**src/rtl/sram_arbiter.sv**
```systemverilog
// sram_arbiter: round-robin arbiter sharing one single-port SRAM between requesters A and B,
// with a bounded burst lock and a fixed one-cycle read-response path back to the winner.
module sram_arbiter #(
    parameter int ADDR_WIDTH = 8,
    parameter int DATA_WIDTH = 8,
    parameter int MAX_BURST  = 4
) (
    input  logic                  i_clk,
    input  logic                  i_rst,

    input  logic                  a_valid,
    output logic                  a_ready,
    input  logic                  a_write,
    input  logic [ADDR_WIDTH-1:0] a_addr,
    input  logic [DATA_WIDTH-1:0] a_wdata,
    output logic                  a_rvalid,
    output logic [DATA_WIDTH-1:0] a_rdata,

    input  logic                  b_valid,
    output logic                  b_ready,
    input  logic                  b_write,
    input  logic [ADDR_WIDTH-1:0] b_addr,
    input  logic [DATA_WIDTH-1:0] b_wdata,
    output logic                  b_rvalid,
    output logic [DATA_WIDTH-1:0] b_rdata,

    output logic                  sram_ce,
    output logic [ADDR_WIDTH-1:0] sram_addr,
    output logic                  sram_write,
    output logic [DATA_WIDTH-1:0] sram_wdata,
    input  logic [DATA_WIDTH-1:0] sram_rdata
);

    localparam int            CW       = $clog2(MAX_BURST + 1);
    localparam logic [CW-1:0] CNT_MAX  = CW'(MAX_BURST);
    localparam logic [CW-1:0] CNT_ONE  = CW'(1);
    localparam logic [CW-1:0] CNT_ZERO = CW'(0);
    localparam logic          SIDE_A   = 1'b0;
    localparam logic          SIDE_B   = 1'b1;

    typedef enum logic [1:0] {
        IDLE  = 2'd0,
        OWN_A = 2'd1,
        OWN_B = 2'd2
    } state_t;

    state_t          state_r;
    logic            last_r;
    logic [CW-1:0]   cnt_r;
    logic            a_rvalid_r;
    logic            b_rvalid_r;

    logic            grant_a_s;
    logic            grant_b_s;
    logic [CW-1:0]   cnt_next_s;

    // Grant decision for this cycle; reset suppresses every grant.
    always_comb begin
        grant_a_s = 1'b0;
        grant_b_s = 1'b0;
        if (i_rst) begin
            grant_a_s = 1'b0;
            grant_b_s = 1'b0;
        end else begin
            case (state_r)
                IDLE: begin
                    if (a_valid && b_valid) begin
                        grant_a_s = (last_r == SIDE_B);
                        grant_b_s = (last_r == SIDE_A);
                    end else begin
                        grant_a_s = a_valid;
                        grant_b_s = b_valid;
                    end
                end
                OWN_A: begin
                    if (a_valid && ((cnt_r < CNT_MAX) || !b_valid)) begin
                        grant_a_s = 1'b1;
                    end else if (b_valid) begin
                        grant_b_s = 1'b1;
                    end else begin
                        grant_a_s = 1'b0;
                        grant_b_s = 1'b0;
                    end
                end
                OWN_B: begin
                    if (b_valid && ((cnt_r < CNT_MAX) || !a_valid)) begin
                        grant_b_s = 1'b1;
                    end else if (a_valid) begin
                        grant_a_s = 1'b1;
                    end else begin
                        grant_a_s = 1'b0;
                        grant_b_s = 1'b0;
                    end
                end
                default: begin
                    grant_a_s = 1'b0;
                    grant_b_s = 1'b0;
                end
            endcase
        end
    end

    // Saturating burst counter increment for a continued grant to the same owner.
    always_comb begin
        cnt_next_s = CNT_MAX;
        if (cnt_r < CNT_MAX) begin
            cnt_next_s = cnt_r + CNT_ONE;
        end else begin
            cnt_next_s = CNT_MAX;
        end
    end

    // SRAM request mux: the granted side drives the port, otherwise everything is held at zero.
    always_comb begin
        sram_ce    = grant_a_s | grant_b_s;
        sram_addr  = {ADDR_WIDTH{1'b0}};
        sram_write = 1'b0;
        sram_wdata = {DATA_WIDTH{1'b0}};
        if (grant_a_s) begin
            sram_addr  = a_addr;
            sram_write = a_write;
            sram_wdata = a_wdata;
        end else if (grant_b_s) begin
            sram_addr  = b_addr;
            sram_write = b_write;
            sram_wdata = b_wdata;
        end else begin
            sram_addr  = {ADDR_WIDTH{1'b0}};
            sram_write = 1'b0;
            sram_wdata = {DATA_WIDTH{1'b0}};
        end
    end

    // Ownership FSM, burst counter, last-owner bit and read-response flags.
    always_ff @(posedge i_clk) begin
        if (i_rst) begin
            state_r    <= IDLE;
            last_r     <= SIDE_B;
            cnt_r      <= CNT_ZERO;
            a_rvalid_r <= 1'b0;
            b_rvalid_r <= 1'b0;
        end else begin
            a_rvalid_r <= grant_a_s && !a_write;
            b_rvalid_r <= grant_b_s && !b_write;
            if (grant_a_s) begin
                state_r <= OWN_A;
                cnt_r   <= (state_r == OWN_A) ? cnt_next_s : CNT_ONE;
            end else if (grant_b_s) begin
                state_r <= OWN_B;
                cnt_r   <= (state_r == OWN_B) ? cnt_next_s : CNT_ONE;
            end else begin
                state_r <= IDLE;
                cnt_r   <= CNT_ZERO;
                case (state_r)
                    OWN_A:   last_r <= SIDE_A;
                    OWN_B:   last_r <= SIDE_B;
                    default: last_r <= last_r;
                endcase
            end
        end
    end

    // A response still in flight when reset rises is dropped, not delivered.
    assign a_rvalid = a_rvalid_r & ~i_rst;
    assign b_rvalid = b_rvalid_r & ~i_rst;
    assign a_rdata  = sram_rdata;
    assign b_rdata  = sram_rdata;
    assign a_ready  = grant_a_s;
    assign b_ready  = grant_b_s;

endmodule

```
**config.mk**
```make
export PLATFORM = sky130hd
export DESIGN_NAME = sram_arbiter
export DESIGN_NICKNAME = d
export VERILOG_FILES = /design/src/rtl/sram_arbiter.sv
export SDC_FILE = /design/constraint.sdc
export NUM_CORES = 1
export LEC_CHECK = 0
export ABC_AREA = 0
export BUFFER_PORTS_ARGS = -buffer_cell sky130_fd_sc_hd__buf_2
export CAP_MARGIN = 20
export CORE_MARGIN = 4
export CORE_UTILIZATION = 34
export DETAILED_ROUTE_END_ITERATION = 10
export PLACE_DENSITY = 0.89
export SYNTH_ARGS = -nofsm -noshare
export SYNTH_HDL_FRONTEND = slang
export SYNTH_SLANG_ARGS = --single-unit
```
**constraint.sdc**
```tcl
create_clock -name i_clk -period 3.05 [get_ports i_clk]
set_clock_uncertainty 0.2 [all_clocks]
set_input_delay 0.61 -clock i_clk [delete_from_list [all_inputs] [get_ports i_clk]]
set_output_delay 0.61 -clock i_clk [all_outputs]
set_load 0.1 [all_outputs]
```
==> results of run 1 <==
## repair_timing
item | in CTS | in global routing
gates resized for setup | 1 | 4
endpoints found under the setup margin | 17 | 18
hold buffers | 0 | 0
buffers inserted | 1 | 0
gates cloned | 1 | 0
pin swaps | 1 | 1
## state kept, by name, summed over array words and instances (netlist names)
register / cells
cnt_r: 3
state_r: 2
a_rvalid_r: 1
b_rvalid_r: 1
last_r: 1
## routing by layer
layer / vias up / wire [um]
met5: - / 0
met4: 0 / 40
met3: 13 / 310
met2: 42 / 1580
met1: 380 / 853
li1: 385 / -
## worst reg2reg max path, cell delays in order, from the launching register on
cell and delay, ns:
dfxtp_1 0.36, inv_1 0.08, ha_2 0.20, or2_0 0.23, o221ai_2 0.21, a21boi_2 0.11
buf_12 0.18, nand3b_1 0.18, a211o_1 0.31
## final cells by class
cell class                      count  area share [%]
Timing Repair Buffer               61           44.59
Inverter                            4           1.101
Sequential cell                     8           11.83
Clock buffer                        3           1.651
Multi-Input combinational cell     53           38.35
Tap cell                           27           2.477
## report_power, final
group,internal (mW),leakage [nW],total (mW),switching (mW)
Clock,0.0451,0.0138,0.0823,0.0372
Sequential,0.113,0.0658,0.118,0.00514
Combinational,0.170,0.568,0.451,0.280
Total,0.328,0.648,0.651,0.323
## kinds of logic after synthesis
kind of cell,count (synthesis)
adder cells (fa/ha/maj),5
AO/OA/AOI/OAI,25
buffers and inverters,24
multiplexers,2
flip-flops,8
AND/OR/NAND/NOR,20
## metrics by stage
| step | instances | hold WS [ns] | area, um^2 | setup TNS, ns | util [%] |
|---|---|---|---|---|---|
| final | 156 | 0.3206 | 1364 | 0 | 66.79 |
| after global placement | 151 | 0.2757 | 1316 | 0 | 64.46 |
| after floorplan | 84 | 0.2499 | 839.6 | -0.02944 | - |
| after global routing | 156 | 0.3208 | 1364 | 0 | 66.79 |
| after CTS | 156 | 0.3151 | 1355 | 0 | 66.36 |
| after detailed placement | 151 | 0.3316 | 1316 | 0 | 64.46 |
## layout by cell type (no fill, tap or decap)
| cell | netlist | final |
|---|---|---|
| buf_2 | 1 | 40 |
| buf_12 | 0 | 20 |
| a22o_2 | 0 | 9 |
| a22o_4 | 0 | 8 |
| dfxtp_1 | 8 | 7 |
| nor2_1 | 5 | 5 |
| inv_1 | 3 | 3 |
| and2_4 | 1 | 3 |
| nor2b_1 | 3 | 3 |
| ha_1 | 5 | 3 |
| clkbuf_4 | 0 | 3 |
| mux2i_1 | 2 | 2 |
| ha_2 | 0 | 2 |
| o211ai_1 | 1 | 1 |
| a21boi_1 | 1 | 1 |
| or2_0 | 1 | 1 |
| o221ai_2 | 1 | 1 |
| a21boi_2 | 1 | 1 |
| nand2b_1 | 1 | 1 |
| nand3_1 | 1 | 1 |
| or3_1 | 1 | 1 |
| nand4_2 | 1 | 1 |
| inv_2 | 1 | 1 |
| or2b_1 | 1 | 1 |
| a32oi_1 | 1 | 1 |
| nor3b_1 | 1 | 1 |
| o21a_1 | 1 | 1 |
| a21boi_0 | 1 | 1 |
| nand3b_1 | 1 | 1 |
| nand2_1 | 1 | 1 |
| nor3_1 | 1 | 1 |
| a211o_1 | 1 | 1 |
| buf_4 | 17 | 1 |
| dfxtp_2 | 0 | 1 |
## worst max path at each step
stage / cells past startpoint / end
6_report: 8 / sram_wdata[1]
5_1_grt: 8 / sram_addr[1]
4_1_cts: 8 / sram_wdata[1]
3_5_place_dp: 8 / sram_wdata[1]
3_3_place_gp: 8 / sram_addr[7]
2_1_floorplan: 9 / sram_addr[0]
==> results.json, run 1 <==
{
  "synth_cells": 84,
  "hold_start": "a_write",
  "p_leak_nw": 0.6476,
  "power_per_cell_area_nw_per_um2": 477.5,
  "ys_async_sr_fraction_pct": 0,
  "synthTopCellsByArea": "dfxtp_1 (21%), a22o_1 (20%), buf_4 (17%), ha_1 (8.3%), buf_6 (3.0%)",
  "critPathCaptureType": "primary output",
  "ff2ff_path_depth": 8,
  "synth_common_cells": "a22o_1 (17), buf_4 (17), dfxtp_1 (8)",
  "crit_chain": "inv_1, ha_2, or3_1, nand4_2, inv_2, and2_4, a22o_2, buf_12",
  "yosysTopAreaCell": "dfxtp_1",
  "max_clock_freq_ghz": 0.3366,
  "crit_family": "simple AND/OR/NAND/NOR gates",
  "max_stage_delay_ns": 0.42,
  "numCtsBuffers": 3,
  "start_kind": "flop",
  "p_total_uw": 651.2,
  "vias_per_cell": 5.256,
  "grt_overflow": 0,
  "yosys_warnings": 0,
  "synth_compound_area_share_pct": 29.47,
  "grt_busiest_layer": "met2",
  "avgSynthCellArea_um2": 8.997,
  "final-max-slew-violation-count": 0,
  "grt_antenna_before_repair": 0,
  "hpwl_mm": 2.377,
  "reg2reg_from": "state_r[1]",
  "drtIter0Drc": 9,
  "path_max_fanout": 9,
  "grt_pass1_vias": 882,
  "slew-limit-headroom_pct": 67.36,
  "worst_pin_slew_ns": 0.4930,
  "muxShareOfSynthArea_pct": 2.649,
  "die_y_um": 55.15,
  "antenna_cells": 0,
  "ys.flop_type": "dfxtp_1",
  "yosysTopAreaCellShare_pct": 21.19,
  "firstDrtPassIters": 5,
  "wirelength_mm": 2.785,
  "synth-seq-cells": 8,
  "vias": 820,
  "grt_pass1_wl_mm": 3.988,
  "rr_endpoint": "last_r",
  "fillers": 162,
  "dpl_worst_slack_ns": 0.2066,
  "worstSkewPairLatency_ns": 0.26,
  "hold_class": "primary input to flop",
  "cap_violations": 0,
  "seq_area_um2": 161.4,
  "path_class": "flop to primary output",
  "status": "finished, final reports clean",
  "rsz0062_at_grt": "false",
  "syn-cell-area_um2": 755.7,
  "htree_levels": 1,
  "grt_use_total_pct": 18.83,
  "clockBufferDepth": 2,
  "slowest_stage": "or3_1",
  "crit_start": "state_r[0]",
  "hold_violations": 0,
  "num_rows": 16,
  "use_met3_pct": 6.971,
  "initial_core_util_pct": 37.01,
  "synth-seq-area-share_pct": 21.19,
  "ioPinCount": 84,
  "gp_congestion": 0.9130,
  "die_area_um2": 3041,
  "fp.dieW_um": 55.15,
  "setup_slack_ns": 0.07899,
  "avgRoutedWirePerCell_um": 17.85,
  "r2r_slack_ns": 0.87,
  "syn_to_final_growth_pct": 80.46,
  "cts_tree": "done",
  "period_share_pct": 97.41,
  "holdPathEnd": "a_rvalid_r",
  "numPortBuffers": 59,
  "crit_buf_inv": 3,
  "use_met2_pct": 37.20,
  "synthXorXnorAreaFrac_pct": 0,
  "ir_drop_mv": 0.3267,
  "drive_gt1_share_pct": 70.54,
  "synth_nets": 135,
  "ant_nets": 0,
  "cts_root_buffer": "clkbuf_4",
  "finalSetupViolations": 0,
  "fin_crit_ns": 2.971,
  "grt_max_degree": 25,
  "required_ns": 2.24,
  "ys_types": 31,
  "synth_top_family_by_area": "compound AO/OA/AOI/OAI gates",
  "synth_edf_count": 0,
  "cts_sinks": 8,
  "synthAdderAreaFrac_pct": 8.278,
  "hold_depth": 2,
  "drt_drc_violations_left": 0,
  "path_clk_slew_ns": 0.05,
  "critPathArrivalTime_ns": 2.16,
  "nNetsFinal": 182,
  "core_area_um2": 2042,
  "synthSimpleGateAreaFrac_pct": 15.89,
  "multi_input_area_um2": 523.0,
  "grt_util_met1_pct": 17.31
}
Power figures use the tool's default switching activity.
==> inputs of run 2 (changes only) <==
--- a/constraint.sdc
+++ b/constraint.sdc
@@ -4,2 +4,2 @@
 set_output_delay 0.61 -clock i_clk [all_outputs]
-set_load 0.1 [all_outputs]
+set_load 0.01 [all_outputs]
==> run 2 against run 1 <==
Compared with the run above: global-route usage shrank 4.9 points; critical path depth is the same; design area shrank 29%; hold slack lost 0.015 ns; count of clock-buffer cells in the layout is the same; sequential share of layout area grew 4.7 points; first-iteration DRC count shrank 56%.
==> results.json, run 2 (synthesized netlist as in run 1, its figures left out) <==
{
  "nNetsFinal": 181,
  "crit_chain": "inv_1, ha_1, or3_1, nand4_2, inv_2, and2_4, a22o_1, buf_2",
  "worst_pin_slew_ns": 0.2867,
  "cts_tree": "done",
  "switchingPower_uw": 114.9,
  "die_y_um": 55.15,
  "fin_crit_ns": 2.935,
  "p_int_uw": 233.6,
  "core_area_um2": 2042,
  "grt_pass1_vias": 751,
  "htree_levels": 1,
  "grt_antenna_before_repair": 0,
  "ir_drop_mv": 0.2111,
  "hold_violations": 0,
  "clockBufferDepth": 2,
  "required_ns": 2.24,
  "numCtsBuffers": 3,
  "hold_class": "flop to flop",
  "largest_reg_flops": 3,
  "drt_drc_violations_left": 0,
  "p_leak_nw": 0.5284,
  "critPathCaptureType": "primary output",
  "path_max_fanout": 9,
  "seq_power_share_pct": 33.7,
  "cts_sinks": 8,
  "place_inst": 151,
  "grt_util_met1_pct": 16.19,
  "vias_per_cell": 5.039,
  "initial_core_util_pct": 37.01,
  "max_stage_delay_ns": 0.41,
  "grt_pass1_wl_mm": 3.063,
  "syn_to_final_growth_pct": 28.48,
  "combPwrFrac_pct": 43.3,
  "grt_overflow": 0,
  "use_met2_pct": 24.61,
  "status": "finished, final reports clean",
  "firstDrtPassIters": 4,
  "wirelength_mm": 2.238,
  "ant_nets": 0,
  "grt_use_total_pct": 13.94,
  "layout_commonest_cell": "buf_2",
  "grt_busiest_layer": "met2",
  "worstSkewPairLatency_ns": 0.25,
  "avgRoutedWirePerCell_um": 14.44,
  "path_clk_slew_ns": 0.05,
  "fin_tns_setup_ns": 0,
  "cts_root_buffer": "clkbuf_4",
  "slew-limit-headroom_pct": 80.80,
  "slowest_stage": "or3_1",
  "antenna_cells": 0,
  "numPortBuffers": 59,
  "path_class": "flop to primary output",
  "largest_register": "cnt_r",
  "hpwl_mm": 1.832,
  "critPathArrivalTime_ns": 2.12,
  "power_per_cell_area_nw_per_um2": 358.8,
  "die_area_um2": 3041,
  "max_clock_freq_ghz": 0.3407,
  "cap_violations": 0,
  "fp.dieW_um": 55.15,
  "drive_gt1_share_pct": 54.69,
  "top_regs": "cnt_r x3, state_r x2",
  "cts_setup_buffers": 0,
  "crit_family": "simple AND/OR/NAND/NOR gates",
  "vias": 781,
  "use_met3_pct": 3.753,
  "sw_frac_of_total_pct": 32.97,
  "period_share_pct": 96.22,
  "grt_max_degree": 25,
  "power.share.clock_pct": 23.0,
  "gp_congestion": 0.8059,
  "drtIter0Drc": 4,
  "crit_buf_inv": 3,
  "start_kind": "flop",
  "fin_cells": 155,
  "final-max-slew-violation-count": 0,
  "ioPinCount": 84,
  "num_rows": 16,
  "finalSetupViolations": 0,
  "layout_common_cells": "buf_2 (59), a22o_1 (17), dfxtp_1 (8)",
  "rsz0062_at_grt": "false"
}
[run 2: changes by cell type in the layout (fill, tap and decap cells not counted)]
| cell | previous run | this run |
|---|---|---|
| a22o_2 | 9 | 0 |
| dfxtp_1 | 7 | 8 |
| buf_2 | 40 | 59 |
| ha_1 | 3 | 5 |
| a22o_4 | 8 | 0 |
| ha_2 | 2 | 0 |
| dfxtp_2 | 1 | 0 |
| buf_12 | 20 | 0 |
| a22o_1 | 0 | 17 |
[run 2: power groups by stage]
stage	Sequential (mW)	Combinational [mW]	Clock (mW)
after floorplan	0.118	0.111	0
after global placement	0.119	0.142	0
after detailed placement	0.120	0.147	0
after CTS	0.117	0.147	0.0830
after global routing	0.118	0.165	0.0906
final	0.117	0.151	0.0801
[run 2: final timing paths]
| path | start | to | slack [ns] | depth (start not counted) |
|---|---|---|---|---|
| min | last_r | last_r | 0.31 | 1 |
| max reg2reg | state_r[1] | last_r | 0.87 | 8 |
| max | state_r[0] | sram_wdata[6] | 0.12 | 8 |
| min reg2reg | last_r | last_r | 0.31 | 1 |
[run 2: layout make-up]
| type | count | area [um^2] |
|---|---|---|
| timing repair buffer | 60 | 302.8 |
| sequential | 8 | 160.2 |
| fill | 199 | 1071 |
| clock buffer | 3 | 22.52 |
| multi-input combinational | 53 | 436.7 |
| inverter | 4 | 15.01 |
| tap | 27 | 33.78 |
[run 2: worst register-to-register path, delay by kind of cell, from the launching register on]
kind	cells	cell delay [ns]
flip-flops	1	0.36
adder cells (fa/ha/maj)	1	0.24
AND/OR/NAND/NOR	2	0.41
AO/OA/AOI/OAI	3	0.56
buffers and inverters	2	0.30
[run 2: layer usage]
metal | wire (um) | up-vias | share of wire, %
met5 | 0 | - | 0
li1 | - | 376 | -
met3 | 186 | 4 | 8.3
met2 | 1223 | 37 | 55
met4 | 19 | 0 | 0.85
met1 | 809 | 364 | 36
[run 2: what timing repair did]
action,CTS,global route
setup endpoints to repair,0,18
hold buffers,0,0
resized for setup,0,2
[run 2: stage by stage]
step,area [um^2],hold slack (ns),utilization [%],power (mW),setup WS [ns]
floorplan,755.7,0.2499,-,0.2295,0.4168
global placement,937.1,0.2859,45.89,0.2612,0.4044
detailed placement,937.1,0.2917,45.89,0.2664,0.3631
CTS,959.7,0.3046,47.00,0.3474,0.09367
global route,970.9,0.3106,47.55,0.3732,0.009027
finish,970.9,0.3055,47.55,0.3484,0.1152
==> inputs of run 3 (changes only) <==
Settings changed: PLACE_DENSITY 0.89 to 0.85.
==> run 3 against run 2 <==
Compared with the run above: critical path depth unchanged; first-iteration DRC count rose to 2.8 times the previous value; non-clock buffer count stayed put; largest power group unchanged; largest cell class unchanged; sequential share of layout area barely moved; critical path type unchanged; power is 0.77% higher; register-to-register slack lost 0.03 ns; global-route usage grew 0.68 points; sequential cell count is the same.
==> results.json, run 3 (synthesized netlist as in run 1, its figures left out) <==
{
  "status": "finished, final reports clean",
  "fin_util_pct": 47.67,
  "seq_area_um2": 160.2,
  "path_max_fanout": 9,
  "highest_layer": "met4",
  "critPathArrivalTime_ns": 2.09,
  "cts_resized": 0,
  "grt_max_degree": 25,
  "numPortBuffers": 59,
  "dr_wl_met3_um": 219,
  "fin_tns_setup_ns": 0,
  "cap_violations": 0,
  "grt_antenna_before_repair": 0,
  "route.met2.wl_mm": 1.213,
  "crit_chain": "inv_1, ha_2, or3_1, nand4_2, inv_2, and2_4, a22o_1, buf_2",
  "path_clk_slew_ns": 0.05,
  "layout_commonest_cell": "buf_2",
  "wl_met1_um": 782,
  "fillers": 203,
  "initial_core_util_pct": 37.01,
  "final-max-slew-violation-count": 0,
  "core_area_um2": 2042,
  "grt_use_total_pct": 14.63,
  "num_rows": 16,
  "period_share_pct": 94.94,
  "largest_register": "cnt_r",
  "gp_congestion": 0.8544,
  "cts_hold_buffers": 0,
  "hold_class": "flop to flop",
  "fin_crit_ns": 2.896,
  "slowest_stage": "or3_1",
  "reg2reg_from": "state_r[1]",
  "antenna_cells": 0,
  "clockBufferDepth": 2,
  "grt_pass1_wl_mm": 3.084,
  "p_leak_nw": 0.5269,
  "hpwl_mm": 1.845,
  "hold_violations": 0,
  "grt_pass1_vias": 779,
  "vias_per_cell": 5.116,
  "drtIter0Drc": 11,
  "required_ns": 2.24,
  "htree_levels": 1,
  "path_class": "flop to primary output",
  "cts_setup_buffers": 0,
  "wirelength_mm": 2.272,
  "crit_start": "state_r[0]",
  "hold_start": "last_r",
  "fp.dieW_um": 55.15,
  "worst_pin_slew_ns": 0.2851,
  "top_regs": "cnt_r x3, state_r x2",
  "max_clock_freq_ghz": 0.3453,
  "slew-limit-headroom_pct": 80.91,
  "cts_tree": "done",
  "drt_drc_violations_left": 0,
  "cts_root_buffer": "clkbuf_4",
  "largest_reg_flops": 3,
  "cts_sinks": 8,
  "finalSetupViolations": 0,
  "critPathCaptureType": "primary output",
  "power_per_cell_area_nw_per_um2": 360.7,
  "nNetsFinal": 181,
  "die_y_um": 55.15,
  "firstDrtPassIters": 4,
  "max_stage_delay_ns": 0.40,
  "avgRoutedWirePerCell_um": 14.66,
  "ir_drop_mv": 0.2399,
  "syn_to_final_growth_pct": 28.81,
  "die_area_um2": 3041,
  "vias": 793,
  "start_kind": "flop",
  "rsz0062_at_grt": "false",
  "numCtsBuffers": 3,
  "drive_gt1_share_pct": 55.47,
  "ioPinCount": 84,
  "ant_nets": 0,
  "layout_common_cells": "buf_2 (59), a22o_1 (17), dfxtp_1 (8)",
  "worstSkewPairLatency_ns": 0.26,
  "multi_input_area_um2": 439.2,
  "grt_overflow": 0
}
run 3: cell counts in the layout (fill, tap and decap cells not counted):
Identical to the previous run, type by type.
run 3: final timing paths:
check | cells after the start | endpoint | slack [ns]
setup / recovery | 8 | sram_addr[2] | 0.15
hold / removal | 1 | last_r | 0.31
setup reg to reg | 8 | last_r | 0.84
hold reg to reg | 1 | last_r | 0.31
run 3: final cells by class:
cell class / count / share of cell area (%)
multi-input combinational: 53 / 45.12
sequential: 8 / 16.45
tap: 27 / 3.470
clock buffer: 3 / 2.314
inverter: 4 / 1.542
timing repair buffer: 60 / 31.11
run 3: critical path: cells and delay by family (launching register included):
family	cells	cell delay [ns]
AND/OR/NAND/NOR	3	0.75
flip-flops	1	0.36
buffers and inverters	3	0.30
adder cells (fa/ha/maj)	1	0.23
AO/OA/AOI/OAI	1	0.19
run 3: layer usage:
metal / global-route usage [%] / vias up
met5: 0 / -
met4: 9.717 / 0
met3: 5.094 / 11
met2: 26.38 / 55
met1: 13.83 / 345
li1: - / 382
run 3: through the flow:
step	hold slack (ns)	cells	worst slack (ns)	instance area, um^2	total power, mW
2_1_floorplan	0.2499	84	0.4168	755.7	0.2295
3_5_place_dp	0.3015	151	0.3575	937.1	0.2677
3_3_place_gp	0.2837	151	0.4566	937.1	0.2619
5_1_grt	0.3243	155	0.01495	973.4	0.3751
4_1_cts	0.3127	154	0.07774	959.7	0.3493
6_report	0.3067	155	0.1544	973.4	0.3511
run 3: power breakdown:
| group | leakage, nW | switching [mW] | internal (mW) |
|---|---|---|---|
| Combinational | 0.448 | 0.0767 | 0.0762 |
| Clock | 0.0138 | 0.0355 | 0.0450 |
| Sequential | 0.0655 | 0.00486 | 0.113 |
| Total | 0.527 | 0.117 | 0.234 |
